## config.mk

```make
export PLATFORM = sky130hd
export DESIGN_NAME = fifo_wr_arb
export DESIGN_NICKNAME = d
export VERILOG_FILES = /design/src/rtl/fifo_wr_arb.sv
export SDC_FILE = /design/constraint.sdc
export NUM_CORES = 1
export LEC_CHECK = 0
export ABC_AREA = 0
export CAP_MARGIN = 20
export CORE_MARGIN = 5
export CORE_UTILIZATION = 28
export DETAILED_ROUTE_END_ITERATION = 10
export MAX_ROUTING_LAYER = met4
export PLACE_DENSITY_LB_ADDON = 0.12
export SLEW_MARGIN = 20
export SYNTH_ARGS = -nofsm -noshare
export SYNTH_HDL_FRONTEND = slang
export SYNTH_SLANG_ARGS = --single-unit
```

## constraint.sdc

```tcl
create_clock -name wclk -period 1.7 [get_ports wclk]
set_clock_uncertainty 0.1 [all_clocks]
set_input_delay 0.255 -clock wclk [delete_from_list [all_inputs] [get_ports wclk]]
set_output_delay 0.255 -clock wclk [all_outputs]
set_load 0.05 [all_outputs]
```

## src/rtl/fifo_wr_arb.sv

```systemverilog
// fifo_wr_arb: write-side arbiter for the async FIFO.
// Shares the single write port (winc/wdata) among NREQ producers in the
// wclk domain using round-robin arbitration with packet lock. A granted
// producer owns the port until a beat with last set is accepted.
//
//   state  | meaning
//   -------+-----------------------------------------------------------
//   IDLE   | no owner; pick next requester from rr_ptr, no transfer
//   LOCKED | gnt_id owns the port; beats pass when valid and !wfull
module fifo_wr_arb #(
  parameter int DATASIZE = 8,
  parameter int NREQ     = 4,
  parameter int IDW      = $clog2(NREQ)
) (
  input  logic                     wclk,
  input  logic                     wrst_n,
  input  logic [NREQ-1:0]          req_valid,
  input  logic [NREQ-1:0]          req_last,
  input  logic [NREQ*DATASIZE-1:0] req_data,
  output logic [NREQ-1:0]          req_ready,
  input  logic                     wfull,
  output logic                     winc,
  output logic [DATASIZE-1:0]      wdata,
  output logic                     gnt_active,
  output logic [IDW-1:0]           gnt_id
);

  typedef enum logic {
    IDLE   = 1'b0,
    LOCKED = 1'b1
  } state_t;

  state_t         state_q, state_d;
  logic [IDW-1:0] gnt_id_q, gnt_id_d;
  logic [IDW-1:0] rr_ptr_q, rr_ptr_d;

  logic           any_valid;
  logic [IDW-1:0] pick_idx;
  logic [IDW:0]   cand;
  logic           owner_valid;
  logic           owner_last;

  // Round-robin search: first valid requester at or above rr_ptr, wrapping.
  always_comb begin
    any_valid = 1'b0;
    pick_idx  = rr_ptr_q;
    cand      = '0;
    for (int k = 0; k < NREQ; k++) begin
      cand = {1'b0, rr_ptr_q} + (IDW+1)'(k);
      if (cand >= (IDW+1)'(NREQ)) begin
        cand = cand - (IDW+1)'(NREQ);
      end
      if (!any_valid && req_valid[cand[IDW-1:0]]) begin
        any_valid = 1'b1;
        pick_idx  = cand[IDW-1:0];
      end
    end
  end

  // Owner's handshake signals and write data mux.
  always_comb begin
    owner_valid = req_valid[gnt_id_q];
    owner_last  = req_last[gnt_id_q];
    wdata       = req_data[gnt_id_q*DATASIZE +: DATASIZE];
  end

  // Next-state and output decode; wfull stalls the owner without changing state.
  always_comb begin
    state_d    = state_q;
    gnt_id_d   = gnt_id_q;
    rr_ptr_d   = rr_ptr_q;
    winc       = 1'b0;
    req_ready  = '0;
    gnt_active = 1'b0;
    case (state_q)
      IDLE: begin
        if (any_valid) begin
          gnt_id_d = pick_idx;
          state_d  = LOCKED;
        end
      end
      LOCKED: begin
        gnt_active = 1'b1;
        winc       = owner_valid & ~wfull;
        for (int i = 0; i < NREQ; i++) begin
          req_ready[i] = (IDW'(i) == gnt_id_q) & ~wfull;
        end
        // Last beat releases the lock; the finishing owner drops to lowest priority.
        if (winc && owner_last) begin
          state_d  = IDLE;
          rr_ptr_d = (gnt_id_q == IDW'(NREQ-1)) ? '0 : gnt_id_q + IDW'(1);
        end
      end
      default: begin
        state_d = IDLE;
      end
    endcase
  end

  // State, owner and priority-pointer registers.
  always_ff @(posedge wclk or negedge wrst_n) begin
    if (!wrst_n) begin
      state_q  <= IDLE;
      gnt_id_q <= '0;
      rr_ptr_q <= '0;
    end else begin
      state_q  <= state_d;
      gnt_id_q <= gnt_id_d;
      rr_ptr_q <= rr_ptr_d;
    end
  end

  assign gnt_id = gnt_id_q;

endmodule

```

# [After elaboration in Yosys (flattened, before gate mapping)]
# Cells that the tools add are included.
[op_classes] addsub=8 magnitude_cmp=9 n_eq_ne=4 n_shift=1 muxes=31 bitwise_logic=7 reduce_logical=10
[op_table] operator="indexed part select 32 x 6 -> 8 bit" count=1
[op_table] operator="two-way mux 2 bit" count=9
[op_table] operator="< comparator 2 x 3 -> 1 bit (second input constant)" count=5
[op_table] operator="two-way mux 1 bit" count=14
[op_table] operator="binary-select mux 1 bit (select 2 bit)" count=6
[op_table] operator="greater-or-equal comparator 3 bit (second input constant)" count=3
[op_table] operator="subtractor 2 x 1 -> 2 bit (second input constant)" count=4
[op_table] operator="adder 2 x 2 -> 3 bit (second input constant)" count=2
[op_table] operator="AND 1 bit" count=5
[op_table] operator="equality test 2 bit (first input constant)" count=2
[op_table] operator="logical AND 1 bit" count=4
[op_table] operator="two-way mux 4 bit" count=1
[op_table] operator="AND reduction 2 bit" count=2
[op_table] operator="adder 2 x 1 -> 3 bit (second input constant)" count=1
[op_table] operator="greater-or-equal comparator 2 x 3 -> 1 bit (second input constant)" count=1
[op_table] operator="logical NOT 1 bit" count=3
[op_table] operator="adder 2 x 1 -> 2 bit (second input constant)" count=1
[op_table] operator="equality test 1 x 2 -> 1 bit (first input constant)" count=1
[op_table] operator="equality test 2 bit (second input constant)" count=1
[op_table] operator="logical NOT 2 bit" count=1
[op_table] operator="NOT 1 bit" count=2
[op_table] operator="one-hot mux 1 bit (2 select lines)" count=1
[totals] reg_bits=5 inputBits=43 output_inout_bits=16

# [Logic depth before layout (Yosys ltp)]
# Gate-level depths: netlist of the first run.
[logic_depth] word_depth=16 depth_mapped=5 depth_no_buf=3

# [Worst setup path after synthesis of the first run]
# Ideal clock, no wire load.
[synth_timing] path_type="register to output" startpoint="register gnt_id_q[0] (netlist: gnt_id[0])" endpoint="output port winc" arrival_time_ps=2050 required_time_ps=1345 setup_slack_ps=-705 stages_incl_launch_ff=5 n_path_buf=2 cell_sequence="dfrtp_1 buf_4 buf_2 mux2i_1 o22ai_1"
[synth_between] elab_chain_cells=4
[synth_rtl] item="start, declared" line_no="34" source="logic [IDW-1:0] gnt_id_q, gnt_id_d;"
[synth_rtl] item="start signal, assigned" line_no="108" source="gnt_id_q <= gnt_id_d;"
[synth_rtl] item="binary-select mux 1 bit (select 2 bit)" line_no="62" source="owner_valid = req_valid[gnt_id_q];"
[synth_rtl] item="two-way mux 1 bit (not written as such)" line_no="62"
[synth_rtl] item="AND 1 bit" line_no="84" source="winc = owner_valid & ~wfull;"
[synth_rtl] item="two-way mux 1 bit" line_no="75" source="case (state_q)"
[synth_rtl] item="end, declared" line_no="22" source="output logic winc,"
# No other way between the ends. The select of a mux whose other input is x is not followed.

# [Worst setup path in the final report of the first run]
[layout_timing] startpoint="register gnt_id_q[0] (netlist: gnt_id[0])" endpoint="output port wdata[2]"
[layout_between] elab_chain_cells=1
[layout_rtl] item="indexed part select 32 x 6 -> 8 bit" line_no="64" source="wdata = req_data[gnt_id_q*DATASIZE +: DATASIZE];"
[layout_rtl] item="end, declared" line_no="23" source="output logic [DATASIZE-1:0] wdata,"
# No other way between the ends.

==> results of run 1 <==
layout by cell type, fill, tap and decap left out, types with 2 or more instances in the layout:
| cell | synthesis | final |
|---|---|---|
| buf_6 | 0 | 8 |
| a21oi_1 | 2 | 2 |
| ha_1 | 4 | 3 |
| buf_4 | 1 | 14 |
| mux2_4 | 0 | 2 |
| dfrtp_2 | 0 | 3 |
| clkdlybuf4s50_1 | 0 | 40 |
| clkbuf_4 | 0 | 3 |
| o21ai_0 | 3 | 3 |
| mux4_2 | 10 | 10 |
| dfrtp_1 | 5 | 2 |
| nor2_1 | 2 | 2 |
| nor2b_1 | 4 | 4 |
| inv_1 | 5 | 4 |
| and2_4 | 0 | 4 |
| buf_12 | 0 | 9 |
| mux2i_2 | 0 | 2 |
layer usage:
metal,global-route usage,wire (um),up-vias
li1,-,-,384
met1,0.166,921,381
met2,0.285,1290,39
met3,0.0351,255,4
met4,0.0583,43,0
met5,-,0,-
cell type report:
| cell class | count | area, sq um |
|---|---|---|
| clock buffers | 4 | 26.3 |
| flip-flops and latches | 5 | 129 |
| repair buffers | 74 | 825 |
| well taps | 28 | 35.0 |
| multi-input cells | 47 | 547 |
| fillers | 160 | 651 |
| inverters | 5 | 21.3 |
per-stage QoR:
| step | power, mW | setup TNS, ns | setup WS (ns) |
|---|---|---|---|
| detailed placement | 2.27 | -1.01 | -0.223 |
| CTS | 2.69 | -1.55 | -0.135 |
| finish | 2.67 | -1.47 | -0.127 |
| floorplan | 1.52 | -1.33 | -0.165 |
| global placement | 2.25 | -0.723 | -0.176 |
| global route | 2.81 | -2.13 | -0.170 |
worst max-delay path by stage:
stage	startpoint	endpoint	slack [ns]	depth (start not counted)
after floorplan	gnt_id[0]$_DFFE_PN0P_	wdata[0]	-0.17	3
after CTS	gnt_id[0]$_DFFE_PN0P_	wdata[5]	-0.13	3
after detailed placement	req_valid[0]	gnt_id[0]$_DFFE_PN0P_	-0.22	4
after global placement	req_valid[0]	gnt_id[0]$_DFFE_PN0P_	-0.18	4
after global routing	gnt_id[0]$_DFFE_PN0P_	wdata[1]	-0.17	3
final	gnt_id[0]$_DFFE_PN0P_	wdata[2]	-0.13	3
logic make-up (layout without fill, tap and decap cells):
logic type | after synthesis | after routing | share of synthesized area
buffers and inverters | 8 | 83 | 0.0528
AOI/OAI and AO/OA | 12 | 12 | 0.119
and+or+nand+nor | 17 | 17 | 0.160
DFF | 5 | 5 | 0.189
muxes | 14 | 14 | 0.404
adders and majority gates | 4 | 4 | 0.0755
worst register-to-register path, stage by stage, from the launching register on:
cell	delay [ns]
dfrtp_2	0.41
buf_4	0.17
mux4_2	0.51
nand3_2	0.13
mux2_4	0.31
timing repair:
item / in CTS / in global routing
buffers inserted: 5 / 1
resized for setup: 17 / 2
endpoints found under the setup margin: 13 / 16
cloned: 1 / 0
pin swaps: 1 / 0
power breakdown:
group / leakage (nW) / internal, mW / switching (mW) / total, mW
Combinational: 0.604 / 1.15 / 1.10 / 2.25
Clock: 0.0150 / 0.0891 / 0.0534 / 0.142
Sequential: 0.0539 / 0.182 / 0.0900 / 0.272
flip-flops by register name, summed over array words and instances (netlist names):
| register | count |
|---|---|
| state_q | 1 |
| rr_ptr_q | 2 |
| gnt_id | 2 |
==> flow_metrics.env, run 1 <==
export IMPL_grt_pass1_vias=841
export IMPL_ctsHoldBuffers=0
export IMPL_cp_slowest_stage_delay_ns=0.50
export IMPL_ys_seq_elements=5
export IMPL_reg2reg_to="rr_ptr_q[0]$_DFFE_PN0P_"
export IMPL_finalSetupViolCount=15
export IMPL_fmax_mhz=547
export IMPL_synth_top_area_cell="mux4_2"
export IMPL_ant_nets=0
export IMPL_worstSetupStartpointType="register"
export IMPL_min_path_type="primary input to async pin"
export IMPL_maxCapViolCount=0
export IMPL_rsz0062_at_grt="true"
export IMPL_final_cell_count_no_fill=163
export IMPL_cts_buffers=3
export IMPL_drt_initial_drc_count=9
export IMPL_gr_usage_all_layers=0.157
export IMPL_ys_flop_type="dfrtp_1"
export IMPL_dpl_cell_area_sq_um=1440
export IMPL_die_area_sq_um=3440
export IMPL_syn_avg_cell_area_sq_um=11.1
export IMPL_cts_root_buf="clkbuf_4"
export IMPL_via_per_inst=4.96
export IMPL_cts_htree_levels=1
export IMPL_dr_pass1_iters=3
export IMPL_layout_drive_gt1_share=0.459
export IMPL_whs_ns=0.122
export IMPL_numPortBuffers=58
export IMPL_irDropWorstVdd_uv=1110
export IMPL_synthDominantCellAreaShare=0.340
export IMPL_worst_pin_slew_ns=0.233
export IMPL_synth_edf_count=0
export IMPL_antenna_found_initial=0
export IMPL_dp_hpwl_mm=2.10
export IMPL_io_pins=59
export IMPL_clkLatencyLatePin_ns=0.25
export IMPL_grt_overflow_total=0
export IMPL_clk_path_buf_depth=2
export IMPL_fin_crit_sh=1.07
export IMPL_antenna_cells=0
export IMPL_power_leakage_nw=0.673
export IMPL_regToRegSetupSlack_ns=-0.05
export IMPL_final_nets=183
export IMPL_cts_tree="done"
export IMPL_wl_per_cell_um=15.4
export IMPL_violations="setup timing"
export IMPL_relSlewSlack=0.842
export IMPL_worst_path_buf_inv=2
export IMPL_vias=808
export IMPL_yosysMostFrequentCell="mux4_2"
export IMPL_cp_cell_sequence="buf_4, mux4_2, buf_6"
export IMPL_fin_area_sq_um=1580
export IMPL_routabilityCongestion=0.815
export IMPL_period_needed_ns=1.83
export IMPL_reg2reg_depth=4
export IMPL_fp_coreArea_sq_um=2230
export IMPL_grt_max_degree=8
export IMPL_synth_common_cells="10 x mux4_2, 5 x and2_1, 5 x dfrtp_1, 5 x inv_1"
export IMPL_syn_inst=60
export IMPL_critPathKind="register to output port"
export IMPL_netlist_cell_type_count=26
export IMPL_dp_cells=152
export IMPL_synthArstFlopShare=1.00
export IMPL_routed_wirelength_mm=2.51
export IMPL_syn2layout_area_growth_pct=139
export IMPL_chipHeight_um=58.7
export IMPL_status="finished with violations"
export IMPL_crit_family="multiplexers"
export IMPL_drc=0
export IMPL_final_util=0.709
export IMPL_powerDensity_nw_per_um2=1690
export IMPL_synth_area_top_cells="mux4_2 34%, dfrtp_1 19%, ha_1 7.5%"
export IMPL_syn_num_nets=107
export IMPL_cp_max_fo=4
export IMPL_cp_required_ns=1.34
export IMPL_yosysWarnings=0
export IMPL_start_util=0.297
export IMPL_cts_sinks=5
export IMPL_rows=17
export IMPL_syn_area_sq_um=663
export IMPL_critPathSlowestCell="mux4_2"
export IMPL_ys_seq_area_frac=0.189
export IMPL_r2r_start="gnt_id[0]$_DFFE_PN0P_"
export IMPL_clkTransAtPathRegs_ns=0.05
export IMPL_cp_end_kind="output port"
export IMPL_final_hold_violation_count=0
export IMPL_setup_slack_ns=-0.127
export IMPL_die_w_um=58.7
export IMPL_grt_pass1_wl_mm=4.02
export IMPL_maxSlewViolCount=0
export IMPL_cp_arrival_ns=1.47
Note: power is estimated with default switching activity, not from simulation.
==> run 2, diff against run 1 <==
PLACE_DENSITY = 0.87   (was not set)
PLACE_DENSITY_LB_ADDON = not set   (was 0.12)
==> run 2 against run 1 <==
Net effect: the run still ends with setup timing left; sequential power is essentially flat; final area grew 1.5%; non-clock buffer count grew 4; cell count grew 2.5%; first-iteration DRC count grew to 6.7 times the previous value; sequential share of layout area shrank 0.12 points; via count grew 13%; fmax shrank 6.6%; sequential cell count is the same; hold slack gained 0.0072 ns; combinational power grew 7%; largest cell class unchanged; highest routed layer unchanged.
==> flow_metrics.env, run 2 (same netlist as run 1, synthesis figures left out) <==
export IMPL_status="finished with violations"
export IMPL_violations="setup timing"
export IMPL_cp_num_cells=3
export IMPL_gr_usage_all_layers=0.214
export IMPL_final_nets=187
export IMPL_via_per_inst=5.49
export IMPL_dpl_cell_area_sq_um=1430
export IMPL_cp_required_ns=1.34
export IMPL_pre_cts_slack_ns=-0.218
export IMPL_grt_pass1_vias=927
export IMPL_layout_common_cells="40 x clkdlybuf4s50_1, 19 x buf_4, 10 x mux4_2"
export IMPL_fmax_mhz=511
export IMPL_power_frac_clock=0.051
export IMPL_clkTransAtPathRegs_ns=0.05
export IMPL_clkLatencyLatePin_ns=0.25
export IMPL_worst_pin_slew_ns=0.270
export IMPL_pwr_share_comb=0.851
export IMPL_syn2layout_area_growth_pct=142
export IMPL_power_switching_mw=1.38
export IMPL_dp_cells=153
export IMPL_cp_end_kind="output port"
export IMPL_min_path_type="primary input to async pin"
export IMPL_crit_family="multiplexers"
export IMPL_irDropWorstVdd_uv=1120
export IMPL_startpoint="gnt_id[0]$_DFFE_PN0P_"
export IMPL_final_hold_violation_count=0
export IMPL_multi_input_area_sq_um=558
export IMPL_final_common_cell="clkdlybuf4s50_1"
export IMPL_fp_coreArea_sq_um=2230
export IMPL_fin_area_sq_um=1610
export IMPL_clk_path_buf_depth=2
export IMPL_relSlewSlack=0.820
export IMPL_regToRegSetupSlack_ns=-0.15
export IMPL_cp_arrival_ns=1.60
export IMPL_critPathKind="register to output port"
export IMPL_dp_hpwl_mm=2.30
export IMPL_drt_initial_drc_count=60
export IMPL_rsz0062_at_grt="true"
export IMPL_critPathSlowestCell="mux4_2"
export IMPL_die_w_um=58.7
export IMPL_cts_sinks=5
export IMPL_grt_overflow_total=0
export IMPL_powerDensity_nw_per_um2=1750
export IMPL_finalSetupViolCount=16
export IMPL_routed_wirelength_mm=4.07
export IMPL_r2r_start="gnt_id[0]$_DFFE_PN0P_"
export IMPL_chipHeight_um=58.7
export IMPL_fin_crit_sh=1.15
export IMPL_cp_max_fo=7
export IMPL_cts_buffers=3
export IMPL_io_pins=59
export IMPL_wl_per_cell_um=24.4
export IMPL_maxSlewViolCount=0
export IMPL_die_area_sq_um=3440
export IMPL_swShare=0.489
export IMPL_vias=916
export IMPL_power_frac_seq=0.097
export IMPL_grt_max_degree=12
export IMPL_drc=0
export IMPL_dr_pass1_iters=4
export IMPL_reg2reg_to="rr_ptr_q[0]$_DFFE_PN0P_"
export IMPL_power_leakage_nw=0.698
export IMPL_fin_setup_tns_ns=-2.57
export IMPL_ant_nets=0
export IMPL_setup_slack_ns=-0.256
export IMPL_rows=17
export IMPL_maxCapViolCount=0
export IMPL_cts_tree="done"
export IMPL_final_cell_count_no_fill=167
export IMPL_critical_path_endpoint="wdata[3]"
export IMPL_worst_path_buf_inv=2
export IMPL_totalPowerFinal_mw=2.82
export IMPL_grt_pass1_wl_mm=5.11
export IMPL_num_fill_cells=133
export IMPL_worstSetupStartpointType="register"
export IMPL_cts_htree_levels=1
export IMPL_numPortBuffers=58
export IMPL_antenna_found_initial=0
export IMPL_intPower_mw=1.44
export IMPL_period_needed_ns=1.96
export IMPL_start_util=0.297
export IMPL_antenna_cells=0
export IMPL_cp_cell_sequence="buf_12, mux4_2, buf_6"
export IMPL_layout_drive_gt1_share=0.475
export IMPL_reg2reg_depth=5
export IMPL_regArea_sq_um=129
export IMPL_cts_root_buf="clkbuf_4"
export IMPL_routabilityCongestion=0.761
export IMPL_cp_slowest_stage_delay_ns=0.55
run 2: changes by cell type in the layout (fill, tap and decap cells not counted), sizes merged:
cell          change
dlygate4sd2       -1
clkbuf            -1
dlymetal6s2s      +1
clkinv            +1
buf               +4
run 2: worst min path at each step:
stage	startpoint	end	slack, ns	cells past startpoint
after global routing	wrst_n	rr_ptr_q[1]$_DFFE_PN0P_	0.15	1
final	wrst_n	rr_ptr_q[1]$_DFFE_PN0P_	0.13	1
after detailed placement	wrst_n	rr_ptr_q[1]$_DFFE_PN0P_	0.40	1
after global placement	wrst_n	rr_ptr_q[0]$_DFFE_PN0P_	0.38	1
after CTS	wrst_n	rr_ptr_q[1]$_DFFE_PN0P_	0.12	1
after floorplan	wrst_n	gnt_id[0]$_DFFE_PN0P_	-0.14	0
run 2: stage by stage:
stage	hold slack (ns)	utilization
final	0.130	0.719
after global placement	0.385	0.640
after floorplan	-0.141	-
after detailed placement	0.398	0.640
after CTS	0.125	0.704
after global routing	0.149	0.719
run 2: layout make-up:
class,instances,area share
clock buffer,3,0.0140
clock inverter,1,0.00312
inverter,5,0.0117
multi-input combinational,47,0.347
sequential,5,0.0802
tap,28,0.0218
timing repair buffer,78,0.522
run 2: power by group through the flow:
stage	registers (mW)	logic, mW	clock network (mW)
floorplan	0.349	1.17	0
global placement	0.322	1.90	0
detailed placement	0.330	1.93	0
CTS	0.270	2.26	0.147
global route	0.280	2.48	0.150
finish	0.274	2.40	0.144
run 2: what timing repair did:
item | 4_1_cts | 5_1_grt
endpoints found under the setup margin | 14 | 16
hold buffers | 0 | 0
cloned | 0 | 0
pin swaps | 1 | 1
resized for setup | 12 | 4
buffers inserted | 7 | 3
run 2: routing by layer:
layer / GRT usage / up-vias / routed length, um
li1: - / 393 / -
met1: 0.233 / 442 / 1490
met5: - / - / 0
met4: 0.0485 / 0 / 80
met3: 0.0877 / 10 / 540
met2: 0.364 / 71 / 1960
==> run 3, diff against run 2 <==
SETUP_SLACK_MARGIN = 0.3   (was not set)
==> run 3 against run 2 <==
Net effect: the run still ends with setup timing left; power grew 2.5%; clock power grew 8%; combinational power increased by 2%; routed wire length decreased by 3.0%; via count down 2.0%; sequential cell count is the same; sequential share of layout area about the same; register-to-register slack improved by 0.02 ns; hold slack lost 0.0079 ns; cell count grew 0.60%; core utilization increased by 1.5 points.
==> flow_metrics.env, run 3 (same netlist as run 1, synthesis figures left out) <==
export IMPL_wl_met2_mm=1.74
export IMPL_regArea_sq_um=131
export IMPL_cp_max_fo=6
export IMPL_fp_coreArea_sq_um=2230
export IMPL_rsz0062_at_grt="true"
export IMPL_irDropWorstVdd_uv=1390
export IMPL_final_hold_violation_count=0
export IMPL_pre_cts_slack_ns=-0.153
export IMPL_dp_hpwl_mm=2.46
export IMPL_drc=0
export IMPL_die_w_um=58.7
export IMPL_cts_htree_levels=1
export IMPL_cts_root_buf="clkbuf_4"
export IMPL_final_cell_count_no_fill=168
export IMPL_wl_met1_mm=1.66
export IMPL_routed_wirelength_mm=3.95
export IMPL_worst_pin_slew_ns=0.227
export IMPL_worstSetupStartpointType="register"
export IMPL_vias=898
export IMPL_clkLatencyLatePin_ns=0.26
export IMPL_start_util=0.297
export IMPL_setup_slack_ns=-0.210
export IMPL_regToRegSetupSlack_ns=-0.13
export IMPL_cp_end_kind="output port"
export IMPL_gr_usage_all_layers=0.237
export IMPL_multi_input_area_sq_um=582
export IMPL_crit_family="multiplexers"
export IMPL_worst_path_buf_inv=2
export IMPL_fin_crit_sh=1.12
export IMPL_finalSetupViolCount=17
export IMPL_dp_cells=152
export IMPL_power_leakage_nw=0.698
export IMPL_min_path_type="primary input to async pin"
export IMPL_die_area_sq_um=3440
export IMPL_cts_tree="done"
export IMPL_critPathKind="register to output port"
export IMPL_final_nets=188
export IMPL_powerDensity_nw_per_um2=1760
export IMPL_fin_setup_tns_ns=-2.19
export IMPL_fmax_mhz=524
export IMPL_grt_max_degree=9
export IMPL_cts_sinks=5
export IMPL_clkTransAtPathRegs_ns=0.05
export IMPL_period_needed_ns=1.91
export IMPL_wl_met3_um=463
export IMPL_drt_initial_drc_count=44
export IMPL_violations="setup timing"
export IMPL_antenna_cells=0
export IMPL_dpl_cell_area_sq_um=1430
export IMPL_grt_pass1_wl_mm=5.58
export IMPL_numPortBuffers=58
export IMPL_status="finished with violations"
export IMPL_grt_pass1_vias=976
export IMPL_dr_pass1_iters=4
export IMPL_cp_arrival_ns=1.55
export IMPL_cp_required_ns=1.34
export IMPL_cp_slowest_stage_delay_ns=0.54
export IMPL_totalPowerFinal_mw=2.88
export IMPL_via_per_inst=5.35
export IMPL_layout_drive_gt1_share=0.514
export IMPL_relSlewSlack=0.846
export IMPL_critPathSlowestCell="mux4_2"
export IMPL_clk_path_buf_depth=2
export IMPL_routabilityCongestion=0.872
export IMPL_ant_nets=0
export IMPL_maxCapViolCount=0
export IMPL_highest_layer="met4"
export IMPL_maxSlewViolCount=0
export IMPL_num_fill_cells=131
export IMPL_chipHeight_um=58.7
export IMPL_fin_area_sq_um=1640
export IMPL_cts_buffers=3
export IMPL_grt_overflow_total=0
export IMPL_wl_per_cell_um=23.5
export IMPL_final_common_cell="clkdlybuf4s50_1"
export IMPL_cp_cell_sequence="buf_12, mux4_2, buf_6"
export IMPL_syn2layout_area_growth_pct=147
export IMPL_rows=17
export IMPL_layout_common_cells="38 x clkdlybuf4s50_1, 17 x buf_4, 10 x mux4_2, 10 x buf_6, 8 x buf_12"
export IMPL_io_pins=59
export IMPL_antenna_found_initial=0
## run 3: path summary, 6_finish.rpt
check / startpoint / endpoint / cells after the start
setup / recovery: gnt_id[0]$_DFFE_PN0P_ / wdata[3] / 3
hold reg to reg: state_q$_DFF_PN0_ / state_q$_DFF_PN0_ / 1
setup reg to reg: gnt_id[0]$_DFFE_PN0P_ / rr_ptr_q[1]$_DFFE_PN0P_ / 5
min in group wclk: state_q$_DFF_PN0_ / state_q$_DFF_PN0_ / 1
hold / removal: wrst_n / rr_ptr_q[0]$_DFFE_PN0P_ / 1
max in group asynchronous: wrst_n / gnt_id[1]$_DFFE_PN0P_ / 1
## run 3: layout make-up
type,count,area share
Timing Repair Buffer,79,0.516
Multi-Input combinational cell,47,0.355
Inverter,5,0.0115
Clock buffer,4,0.0160
Tap cell,28,0.0214
Sequential cell,5,0.0802
## run 3: repair_timing
action	CTS	global route
buffers inserted	11	1
setup endpoints to repair	20	20
gates resized for setup	25	4
pin swaps	3	1
hold buffers	0	0
## run 3: metrics by stage
step                      hold slack, ns   util
after floorplan                   -0.141      -
after global placement             0.385  0.641
after detailed placement           0.391  0.641
after CTS                          0.127  0.724
after global routing               0.121  0.734
final                              0.122  0.734
## run 3: power breakdown
group / leakage, nW / internal, mW / switching [mW]
clock network: 0.0150 / 0.0899 / 0.0663
registers: 0.0541 / 0.187 / 0.104
logic: 0.629 / 1.20 / 1.23
## run 3: worst register-to-register path: cells and delay by family, from the launching register on
kind	cells	cell delay [ns]
mux	2	0.83
flops	1	0.44
buf+inv	2	0.25
simple gates	1	0.10
## run 3: routing by layer
layer  track usage  vias to the layer above
met3        0.0877                        9
met5             -                        -
met4        0.0744                        0
met1         0.277                      437
met2         0.378                       61
li1              -                      391
